### config.mk
export PLATFORM = sky130hd
export DESIGN_NAME = pps_sched_trigger
export DESIGN_NICKNAME = d
export VERILOG_FILES = /design/src/rtl/pps_sched_trigger.sv
export SDC_FILE = /design/constraint.sdc
export NUM_CORES = 1
export LEC_CHECK = 0
export BUFFER_PORTS_ARGS = -buffer_cell sky130_fd_sc_hd__buf_4
export CORE_MARGIN = 2
export CORE_UTILIZATION = 50
export CTS_BUF_LIST = sky130_fd_sc_hd__clkbuf_4 sky130_fd_sc_hd__clkbuf_8
export CTS_CLUSTER_SIZE = 25
export DETAILED_ROUTE_END_ITERATION = 16
export PLACE_DENSITY = 0.7
export SYNTH_ARGS = -nofsm -noshare
export SYNTH_HDL_FRONTEND = slang
export SYNTH_SLANG_ARGS = --single-unit
### constraint.sdc
create_clock -name clk -period 3.4 [get_ports clk]
set_clock_uncertainty 0.05 [all_clocks]
set_input_delay 0.17 -clock clk [delete_from_list [all_inputs] [get_ports clk]]
set_output_delay 0.17 -clock clk [all_outputs]
set_load 0.1 [all_outputs]
### src/rtl/pps_sched_trigger.sv
// PPS-disciplined time base (second mod 60 + cycle count) with a scheduled fixed-width trigger.
// Build option: define PPS_SCHED_REPEAT_EN to re-arm the trigger for the same count every second.
module pps_sched_trigger #(
    parameter int unsigned UTC_SECONDS_WIDTH       = 6,
    parameter int unsigned COUNT_LAST_SECOND_WIDTH = 26,
    parameter int unsigned NOMINAL_CYCLES_PER_SEC  = 61_440_000,
    parameter int unsigned MARGIN                  = 5,
    parameter int unsigned TRIGGER_WIDTH           = 4
) (
    input  logic                               clk,
    input  logic                               rst,
    input  logic                               pps,
    input  logic                               sched_valid,
    output logic                               sched_ready,
    input  logic [UTC_SECONDS_WIDTH-1:0]       sched_utc_seconds,
    input  logic [COUNT_LAST_SECOND_WIDTH-1:0] sched_clk_count,
    input  logic                               cancel,
    output logic                               trigger,
    output logic                               late,
    output logic                               armed,
    output logic                               holdover,
    output logic [UTC_SECONDS_WIDTH-1:0]       cur_utc_seconds,
    output logic [COUNT_LAST_SECOND_WIDTH-1:0] cur_clk_counter
);

    localparam int unsigned SW = UTC_SECONDS_WIDTH;
    localparam int unsigned CW = COUNT_LAST_SECOND_WIDTH;
    localparam int unsigned FW = $clog2(TRIGGER_WIDTH + 1);

    localparam logic [CW-1:0] CNT_LIMIT   = CW'(NOMINAL_CYCLES_PER_SEC + MARGIN);
    localparam logic [CW-1:0] CNT_WRAP    = CW'(NOMINAL_CYCLES_PER_SEC + MARGIN - 1);
    localparam logic [CW-1:0] CNT_RESTART = CW'(MARGIN);
    localparam logic [SW-1:0] SEC_MAX     = SW'(59);
    localparam logic [FW-1:0] FIRE_LAST   = FW'(TRIGGER_WIDTH - 1);

    typedef enum logic [1:0] {IDLE, ARMED, FIRE} state_t;

    state_t        state, state_nx;
    logic          pps_s1, pps_s2, pps_d;
    logic          started;
    logic          pps_rise, fab_tick, sec_tick;
    logic [SW-1:0] sec_next;
    logic [SW-1:0] tgt_sec, tgt_sec_nx;
    logic [CW-1:0] tgt_cnt, tgt_cnt_nx;
    logic [FW-1:0] fire_cnt, fire_cnt_nx;
    logic          late_nx;
    logic          target_bad, target_hit;

    assign pps_rise = pps_s2 & ~pps_d;
    assign fab_tick = started & ~pps_rise & (cur_clk_counter >= CNT_WRAP);
    assign sec_tick = pps_rise | fab_tick;
    assign sec_next = (cur_utc_seconds >= SEC_MAX) ? '0 : cur_utc_seconds + SW'(1);

    // PPS synchronizer and local time base; a missing PPS is fabricated after the margin.
    always_ff @(posedge clk or posedge rst) begin
        if (rst) begin
            pps_s1          <= 1'b0;
            pps_s2          <= 1'b0;
            pps_d           <= 1'b0;
            started         <= 1'b0;
            holdover        <= 1'b0;
            cur_utc_seconds <= '0;
            cur_clk_counter <= '0;
        end else begin
            pps_s1 <= pps;
            pps_s2 <= pps_s1;
            pps_d  <= pps_s2;
            if (pps_rise) begin
                started         <= 1'b1;
                holdover        <= 1'b0;
                cur_clk_counter <= '0;
                cur_utc_seconds <= sec_next;
            end else if (fab_tick) begin
                holdover        <= 1'b1;
                cur_clk_counter <= CNT_RESTART;
                cur_utc_seconds <= sec_next;
            end else if (started) begin
                cur_clk_counter <= cur_clk_counter + CW'(1);
            end
        end
    end

    // A target equal to or behind the current instant of the current second cannot be met.
    assign target_bad = (sched_clk_count >= CNT_LIMIT) || (sched_utc_seconds > SEC_MAX) ||
                        ((sched_utc_seconds == cur_utc_seconds) && (sched_clk_count <= cur_clk_counter));
    assign target_hit = (cur_utc_seconds == tgt_sec) && (cur_clk_counter == tgt_cnt);

`ifdef PPS_SCHED_REPEAT_EN
    logic [SW-1:0] tgt_sec_inc;
    assign tgt_sec_inc = (tgt_sec >= SEC_MAX) ? '0 : tgt_sec + SW'(1);
`endif

    always_ff @(posedge clk or posedge rst) begin
        if (rst) begin
            state    <= IDLE;
            tgt_sec  <= '0;
            tgt_cnt  <= '0;
            fire_cnt <= '0;
            late     <= 1'b0;
        end else begin
            state    <= state_nx;
            tgt_sec  <= tgt_sec_nx;
            tgt_cnt  <= tgt_cnt_nx;
            fire_cnt <= fire_cnt_nx;
            late     <= late_nx;
        end
    end

    // Scheduler: accept/check target, wait for match, hold trigger for TRIGGER_WIDTH cycles.
    always_comb begin
        state_nx    = state;
        tgt_sec_nx  = tgt_sec;
        tgt_cnt_nx  = tgt_cnt;
        fire_cnt_nx = fire_cnt;
        late_nx     = 1'b0;
        unique case (state)
            IDLE: begin
                if (sched_valid && started && !cancel) begin
                    tgt_sec_nx = sched_utc_seconds;
                    tgt_cnt_nx = sched_clk_count;
                    if (target_bad) late_nx  = 1'b1;
                    else            state_nx = ARMED;
                end
            end
            ARMED: begin
                if (cancel) begin
                    state_nx = IDLE;
                end else if (target_hit) begin
                    state_nx    = FIRE;
                    fire_cnt_nx = '0;
                end else if (sec_tick && (cur_utc_seconds == tgt_sec)) begin
                    late_nx  = 1'b1;
                    state_nx = IDLE;
                end
            end
            FIRE: begin
                if (cancel) begin
                    state_nx = IDLE;
                end else if (fire_cnt == FIRE_LAST) begin
`ifdef PPS_SCHED_REPEAT_EN
                    state_nx   = ARMED;
                    tgt_sec_nx = tgt_sec_inc;
`else
                    state_nx   = IDLE;
`endif
                end else begin
                    fire_cnt_nx = fire_cnt + FW'(1);
                end
            end
            default: state_nx = IDLE;
        endcase
    end

    assign trigger     = (state == FIRE);
    assign armed       = (state != IDLE);
    assign sched_ready = started && (state == IDLE);

endmodule

Word-level counts from Yosys, hierarchy flattened
Index checks and enable logic that the tools add are counted.
{ "totals": {"regBits": 75, "in_bits": 37, "output_inout_bits": 37, "elab_cells": 84} }
{ "op_classes": {"addsub": 3, "magnitude_cmp": 5, "n_eq_ne": 14, "muxes": 27, "n_bitwise": 6, "n_reduce_logical": 17} }
{ "op_table": {"columns": ["cell", "n"], "rows": [
  ["26-bit two-way mux", 3],
  ["26-bit greater-or-equal comparator, second input constant", 2],
  ["26-bit by 1-bit adder with 26-bit output, second input constant", 1],
  ["26-bit == test", 1],
  ["26-bit less-or-equal comparator", 1],
  ["6-bit two-way mux", 3],
  ["2-bit two-way mux", 7],
  ["6-bit == test", 2],
  ["3-bit two-way mux", 4],
  ["2-bit inequality test, second input constant", 6],
  ["1-bit two-way mux", 7],
  ["6-bit by 1-bit adder with 6-bit output, second input constant", 1],
  ["6-bit greater-or-equal comparator, second input constant", 1],
  ["6-bit > comparator, second input constant", 1],
  ["1-bit logical AND", 6],
  ["2-bit case mux with 3 select lines", 1],
  ["3-bit case mux with 2 select lines", 1],
  ["2-bit nonzero test", 3],
  ["5-bit AND reduction", 1],
  ["4-bit inequality test, second input constant", 1],
  ["4-bit AND reduction", 1],
  ["3-bit by 1-bit adder with 3-bit output, second input constant", 1],
  ["1-bit AND", 3],
  ["3-bit by 2-bit == test with 1-bit output, second input constant", 1],
  ["other kinds (11)", 13]
]} }

Longest topological paths before layout
Gate-level depths: netlist (run 1).
{ "logic_depth": {"depth_word": 11, "ltp_mapped": 10, "ltp_nobuf": 9} }

Worst setup path before layout (run 1)
Ideal clock, no wire load.
{ "synth_path": {"path_type": "reg-to-reg", "start": "reg cur_clk_counter[21]", "end": "reg state[1]", "setup_ns": 0.121, "arrival_time_ns": 2.888, "t_required_ns": 3.229, "path_slack_ns": 0.341, "path_stages_with_launch": 11, "n_path_buf": 1, "synth_period_minus_slack_ns": 3.059, "path_cell_list": "dfrtp_1 > clkbuf_1 > inv_1 > ha_1 > nand4_1 > nor4_1 > nand2b_1 > o2111ai_1 > o2111ai_1 > a22o_1 > a22o_1"} }
{ "synth_between": {"elab_chain_len": 6, "word_cells_on_any_way": 15, "cone_classes": "2 x order compare; 3 x eq/ne; 3 x mux; 2 x bitwise; 5 x reduce/logical"} }
{ "synth_rtl": {"columns": ["item", "line_no", "source"], "rows": [
  ["start, declared", "23", "output logic [COUNT_LAST_SECOND_WIDTH-1:0] cur_clk_counter"],
  ["start signal, assigned", "78", "cur_clk_counter <= cur_clk_counter + CW'(1);"],
  ["26-bit greater-or-equal comparator", "50", "assign fab_tick = started & ~pps_rise & (cur_clk_counter >= CNT_WRAP);"],
  ["1-bit AND", "50", null],
  ["1-bit bitwise OR", "51", "assign sec_tick = pps_rise | fab_tick;"],
  ["1-bit logical AND", "131", "end else if (sec_tick && (cur_utc_seconds == tgt_sec)) begin"],
  ["4-bit inequality test (no source line)", null, null],
  ["4-bit AND reduction (no source line)", null, null],
  ["end signal, assigned", "101", "state <= state_nx;"],
  ["end, declared", "38", "state_t state, state_nx;"]
]} }
Several ways; a longest one is shown, not always the timed one.
A chain may end at the register's enable or synchronous reset.

Worst setup path in the final report (run 1)
{ "layout_path": {"start": "reg cur_clk_counter[3]", "end": "reg state[1]"} }
Same word-level chain as after synthesis.

==> impl_metrics.json, run 1 <==
{
  "worst_pin_slew_ns": 1.10,
  "seq_power_share": 0.400,
  "pwr-share-comb": 0.412,
  "async_reset_ff_frac": 1.00,
  "die_h_um": 99.5,
  "first_global_vias": 3655,
  "leakage_nw": 2.37,
  "worstPathRequired_ns": 3.58,
  "drv_slew": 0,
  "dp_hpwl_um": 8830,
  "status": "finished clean",
  "hold_path.class": "primary input to register",
  "internal_power_mw": 1.95,
  "synth_compound_area_frac": 0.0944,
  "wl_met3_um": 667,
  "rows": 34,
  "synthCells": 464,
  "criticalPathCategory": "register to register",
  "cts_inserted_buffers": 9,
  "vias": 3698,
  "wl_met2_um": 5570,
  "tritoncts": "built",
  "dp.cells": 636,
  "drive_gt1_frac": 0.246,
  "ff2ff_setup_slack_ns": 0.66,
  "hold_start": "sched_utc_seconds[5]",
  "syn-num-nets": 535,
  "numClockSinks": 75,
  "synth_fa_ha_area_frac": 0.0933,
  "worst_setup_path_start_kind": "register",
  "yosysUniqueCellTypes": 45,
  "die_x_um": 99.5,
  "drt-wirelength-per-cell_um": 17.7,
  "port_buffers": 73,
  "p_sw_frac": 0.422,
  "setup-violations-final": 0,
  "max-vdd-ir-drop_v": 0.000424,
  "ys_seq_area_frac": 0.412,
  "postCtsHoldBufs": 1,
  "finalHoldViolCount": 0,
  "first_iter_violations": 132,
  "synth_area_leaders": "dfrtp_1, xnor2_1, ha_1",
  "reg2reg_depth": 9,
  "synth_xor_area_frac": 0.113,
  "clockBufferDepth": 2,
  "grt_setup_unrepaired": "no",
  "end_kind": "register",
  "antenna_found_initial": 0,
  "holdPathEnd": "tgt_sec[5]",
  "critPathMaxStageDelay_ns": 0.55,
  "tns_ns": 0,
  "min_path_cells": 2,
  "drtPass1Iterations": 4,
  "cpMostUsedCell": "o2111ai_1",
  "slew_headroom": 0.266,
  "post-route-min-period_ns": 2.74,
  "clkLatencyLatePin_ns": 0.35,
  "synth_area_per_cell_um2": 9.83,
  "yosys.area_share.simple": 0.162,
  "cts_resized": 0,
  "grtUsageTotal": 0.250,
  "root_buffer": "clkbuf_8",
  "arrival_ns": 2.93,
  "timing.rr.end": "state[1]",
  "p_per_area_nw_per_um2": 626,
  "critPathMaxFanout": 7,
  "htree_levels": 3,
  "finalNetCount": 611,
  "drv_cap": 0,
  "cp_slowest_cell": "a2111oi_0",
  "fmax_mhz": 365,
  "clk_pin_slew_worst_paths_ns": 0.08,
  "die-area_um2": 9900,
  "p_clk_frac": 0.188,
  "finalInstanceArea_um2": 5390,
  "core_um2": 8760,
  "final.period_utilization": 0.807,
  "area_growth_pct": 18.3,
  "synth_top_family_by_area": "simple AND/OR/NAND/NOR gates",
  "hold_ws_ns": 0.0280,
  "synthMuxAreaShare": 0.0790,
  "synth_top_cell_area_share": 0.412,
  "p_sw_mw": 1.42,
  "drt-total-wl_um": 11500,
  "io_pins": 74,
  "initial_core_util": 0.520,
  "vias_per_cell": 5.66,
  "synth_largest_area_cell": "dfrtp_1",
  "power_mw": 3.37,
  "diodes": 0,
  "drc": 0,
  "postPlaceCellArea_um2": 5200,
  "path_cells": "inv_1, ha_1, a21oi_1, o21ai_0, a2111oi_0, o2111ai_1, o2111ai_1, nand2_1, a22o_1",
  "instances_no_fill": 653,
  "r2r-start": "cur_clk_counter[3]",
  "top_layer_used": "met4",
  "ys_dominant_reg_cell": "dfrtp_1",
  "post_cts_buffers": 0,
  "ys_ff_latch": 75,
  "gp_congestion": 0.918,
  "ys_warn_count": 0,
  "drtAntennaViolNets": 0,
  "grt_pass1_wl_um": 19100,
  "grt_start_max_net_pins": 52,
  "drt-met1-wl_um": 5170,
  "grt_overflow_total": 0,
  "synthesis.area_um2": 4560,
  "synth_edf_count": 0
}
[kinds of logic after synthesis]
logic type	Yosys count
AOI/OAI and AO/OA	66
xor gates and xnor gates	59
adders and majority gates	34
buffers and inverters	51
DFF	75
muxes	32
and+or+nand+nor	147
[cell type report]
type	count	area [µm²]
clock buffers	10	138
repair buffers	78	588
flip-flops and latches	75	1880
clock inverters	6	41.3
well taps	108	135
multi-input cells	338	2470
inverters	38	143
fillers	751	3370
[how the worst max path moves through the flow]
| stage | startpoint | cells after the start | endpoint | slack [ns] |
|---|---|---|---|---|
| finish | cur_clk_counter[3] | 9 | state[1] | 0.66 |
| global route | cur_clk_counter[3] | 9 | state[1] | 0.41 |
| CTS | cur_clk_counter[5] | 9 | state[1] | 0.61 |
| detailed placement | cur_clk_counter[5] | 9 | state[1] | 0.66 |
| global placement | cur_clk_counter[3] | 9 | state[1] | 0.71 |
| floorplan | cur_clk_counter[21] | 10 | state[1] | 0.34 |
[synth_stat cells, drive strengths merged, types with 5 or more instances]
library cell / count
xor2: 6
a21oi: 20
inv: 38
nor2: 42
mux2: 32
o21ai: 15
buf: 5
nor4: 9
nand3: 19
or2: 5
nor3: 9
clkbuf: 8
nand2: 26
nand4: 16
dfrtp: 75
xnor2: 53
ha: 34
and3: 5
[stage by stage]
stage	util	setup slack, ns
after floorplan	-	0.341
after global placement	0.594	0.715
after detailed placement	0.594	0.662
after CTS	0.616	0.607
after global routing	0.616	0.412
final	0.616	0.658
[placed cells by master, fill, tap and decap left out, drive strengths merged, types with 6 or more instances in the layout]
master	synthesis	layout
clkbuf	8	10
nor2	42	42
o21ai	15	15
mux2	32	32
nand2	26	26
xnor2	53	53
nand3	19	19
buf	5	77
nor3	9	9
ha	34	34
nand4	16	16
dfrtp	75	75
nor4	9	9
a21oi	20	20
xor2	6	6
inv	38	38
[state kept, by name, summed over array words and instances (netlist names)]
| name | flops |
|---|---|
| tgt_cnt | 26 |
| cur_utc_seconds | 6 |
| pps_d | 1 |
| holdover | 1 |
| pps_s2 | 1 |
| state | 2 |
| fire_cnt | 3 |
| started | 1 |
| late | 1 |
| cur_clk_counter | 26 |
| pps_s1 | 1 |
| tgt_sec | 6 |
[worst max-delay path, delay by kind of cell, from the launching register on]
family                   cells  cell delay [ns]
flip-flops                   1             0.50
buffers and inverters        1             0.13
adder cells (fa/ha/maj)      1             0.31
AND/OR/NAND/NOR              1             0.09
AO/OA/AOI/OAI                6             1.53
[routing by layer]
metal / up-vias / GRT usage
met5: - / 0
met3: 8 / 0.0358
met1: 1795 / 0.351
li1: 1776 / -
met4: 0 / 0.0643
met2: 119 / 0.410
[power groups by stage]
| stage | Clock [mW] | Combinational, mW | Sequential (mW) |
|---|---|---|---|
| 4_1_cts | 0.641 | 1.40 | 1.35 |
| 3_3_place_gp | 0 | 1.36 | 1.36 |
| 2_1_floorplan | 0 | 0.787 | 1.61 |
| 3_5_place_dp | 0 | 1.39 | 1.37 |
| 6_report | 0.635 | 1.39 | 1.35 |
| 5_1_grt | 0.693 | 1.50 | 1.39 |
Note: power is estimated with default switching activity, not from simulation.
==> run 2: changes to the inputs <==
--- a/config.mk
+++ b/config.mk
@@ -5,13 +5,14 @@
 export SDC_FILE = /design/constraint.sdc
 export NUM_CORES = 1
 export LEC_CHECK = 0
+export ABC_AREA = 1
 export BUFFER_PORTS_ARGS = -buffer_cell sky130_fd_sc_hd__buf_4
 export CORE_MARGIN = 2
 export CORE_UTILIZATION = 50
 export CTS_BUF_LIST = sky130_fd_sc_hd__clkbuf_4 sky130_fd_sc_hd__clkbuf_8
 export CTS_CLUSTER_SIZE = 25
 export DETAILED_ROUTE_END_ITERATION = 16
-export PLACE_DENSITY = 0.7
+export PLACE_DENSITY = 0.72
 export SYNTH_ARGS = -nofsm -noshare
 export SYNTH_HDL_FRONTEND = slang
 export SYNTH_SLANG_ARGS = --single-unit
==> constraint.sdc (replaced) <==
create_clock -name clk -period 2.4 [get_ports clk]
set_clock_uncertainty 0.05 [all_clocks]
set_input_delay 0.12 -clock clk [delete_from_list [all_inputs] [get_ports clk]]
set_output_delay 0.12 -clock clk [all_outputs]
set_load 0.1 [all_outputs]
==> impl_metrics.json, run 2 <==
{
  "p_sw_frac": 0.438,
  "first_global_vias": 4795,
  "drive_gt1_frac": 0.205,
  "rows": 36,
  "ys_warn_count": 0,
  "grt_start_max_net_pins": 76,
  "synth_compound_area_frac": 0.0793,
  "r2r-start": "cur_clk_counter[17]",
  "fin_util": 0.641,
  "hold_start": "sched_clk_count[18]",
  "clk_pin_slew_worst_paths_ns": 0.09,
  "tritoncts": "built",
  "die_x_um": 104,
  "cts_resized": 0,
  "p_sw_mw": 2.25,
  "hold_ws_ns": 0.00704,
  "synthesis.area_um2": 5020,
  "root_buffer": "clkbuf_8",
  "criticalPathCategory": "register to register",
  "port_buffers": 73,
  "final.period_utilization": 0.894,
  "drc": 0,
  "slew_headroom": 0.678,
  "vias_per_cell": 5.17,
  "max-vdd-ir-drop_v": 0.000656,
  "grt_pass1_wl_um": 23500,
  "io_pins": 74,
  "use_met2": 0.448,
  "die-area_um2": 10900,
  "worst_slack_ns": 0.254,
  "setup-violations-final": 0,
  "p_per_area_nw_per_um2": 819,
  "synth_xor_area_frac": 0.0436,
  "antenna_found_initial": 0,
  "startpoint": "cur_clk_counter[17]",
  "async_reset_ff_frac": 1.00,
  "synth_common_cells": "nand2_1, inv_1, dfrtp_1",
  "ys_ff_latch": 75,
  "dp_hpwl_um": 10800,
  "synth_top_family_by_area": "simple AND/OR/NAND/NOR gates",
  "synth_edf_count": 0,
  "grt_overflow_total": 0,
  "min_path_cells": 3,
  "post-route-min-period_ns": 2.15,
  "pwr-share-comb": 0.413,
  "postPlaceCellArea_um2": 5760,
  "initial_core_util": 0.514,
  "fmax_mhz": 466,
  "grt_setup_unrepaired": "no",
  "worst_pin_slew_ns": 0.478,
  "met3_usage": 0.0307,
  "numClockSinks": 75,
  "post_cts_buffers": 0,
  "area_growth_pct": 24.8,
  "worstPathRequired_ns": 2.61,
  "end_kind": "register",
  "hold_path.class": "primary input to register",
  "yosysUniqueCellTypes": 43,
  "synth_area_leaders": "dfrtp_1, nand2_1, ha_1",
  "synthCells": 681,
  "ys_seq_area_frac": 0.374,
  "leakage_nw": 3.05,
  "seq_power_share": 0.371,
  "grtUsageTotal": 0.274,
  "drtPass1Iterations": 5,
  "cts_inserted_buffers": 9,
  "critPathMaxFanout": 7,
  "synthMuxAreaShare": 0,
  "arrival_ns": 2.36,
  "syn-num-nets": 752,
  "reg2reg_depth": 15,
  "worst_setup_path_start_kind": "register",
  "vias": 4786,
  "htree_levels": 3,
  "grtUsageMet1": 0.368,
  "gp_congestion": 0.907,
  "diodes": 0,
  "first_iter_violations": 236,
  "drv_cap": 0,
  "instances_no_fill": 925,
  "ys_dominant_reg_cell": "dfrtp_1",
  "core_um2": 9770,
  "pre_cts_ws_ns": 0.275,
  "finalNetCount": 858,
  "drt-wirelength-per-cell_um": 15.4,
  "die_h_um": 104,
  "power_mw": 5.13,
  "synth_fa_ha_area_frac": 0.0847,
  "clockBufferDepth": 2,
  "finalHoldViolCount": 0,
  "drt-total-wl_um": 14200,
  "p_clk_frac": 0.216,
  "internal_power_mw": 2.88,
  "status": "finished clean",
  "drv_slew": 0,
  "drtAntennaViolNets": 0,
  "final_common_cell": "nand2_1",
  "synth.most_common_cell": "nand2_1",
  "dp.cells": 880,
  "synth_area_per_cell_um2": 7.37,
  "tns_ns": 0,
  "clkLatencyLatePin_ns": 0.36,
  "yosys.area_share.simple": 0.330,
  "layout_common_cells": "nand2_1, inv_1, buf_4, nor2_1, dfrtp_1",
  "synth_largest_area_cell": "dfrtp_1",
  "reg_top3": "cur_clk_counter x26, tgt_cnt x26",
  "grt-busiest-layer": "met2",
  "synth_top_cell_area_share": 0.374,
  "finalInstanceArea_um2": 6260
}
-- run 2: layer usage --
layer	share of wire	vias up
met4	0.031	0
li1	-	2386
met5	0	-
met1	0.46	2219
met3	0.050	36
met2	0.46	145
-- run 2: cells by family (layout without fill, tap and decap cells) --
logic type | Yosys count | after routing
xor gates and xnor gates | 25 | 25
buffers and inverters | 113 | 224
DFF | 75 | 75
and+or+nand+nor | 360 | 360
AOI/OAI and AO/OA | 74 | 74
adders and majority gates | 34 | 34
-- run 2: power by group through the flow --
stage / registers [mW] / logic [mW] / clock network, mW
floorplan: 2.29 / 1.13 / 0
global placement: 1.90 / 2.04 / 0
detailed placement: 1.92 / 2.08 / 0
CTS: 1.90 / 2.13 / 1.11
global route: 1.95 / 2.35 / 1.17
finish: 1.90 / 2.12 / 1.11
-- run 2: what timing repair did --
item,4_1_cts,5_1_grt
endpoints found under the hold margin,103,0
hold buffers,29,0
setup endpoints to repair,0,0
-- run 2: final timing paths --
check                                endpoint  slack (ns)
setup / recovery                     state[0]        0.25
min in group asynchronous         fire_cnt[2]        0.35
max in group asynchronous  cur_clk_counter[7]        1.60
hold reg to reg                        pps_s2        0.31
hold / removal                    tgt_cnt[18]       0.007
setup reg to reg                     state[0]        0.25
-- run 2: worst max-delay path, cell delays in order, from the launching register on --
cell     delay, ns
dfrtp_2       0.45
inv_1         0.10
ha_1          0.30
nand2_1       0.07
nor2_1        0.15
nand4_1       0.15
nor2_1        0.17
nand2_1       0.07
nand3_1       0.06
nand2_1       0.06
nand2_1       0.08
nand3_1       0.07
nand2_1       0.09
nand2_1       0.07
nand2_1       0.06
nand2_1       0.05
-- run 2: layout make-up --
cell class,instances,area [µm²]
Multi-Input combinational cell,493,2700
Clock buffer,11,139
Clock inverter,5,77.6
Inverter,100,375
Tap cell,133,166
Fill cell,900,3510
Sequential cell,75,1910
Timing Repair Buffer,108,896
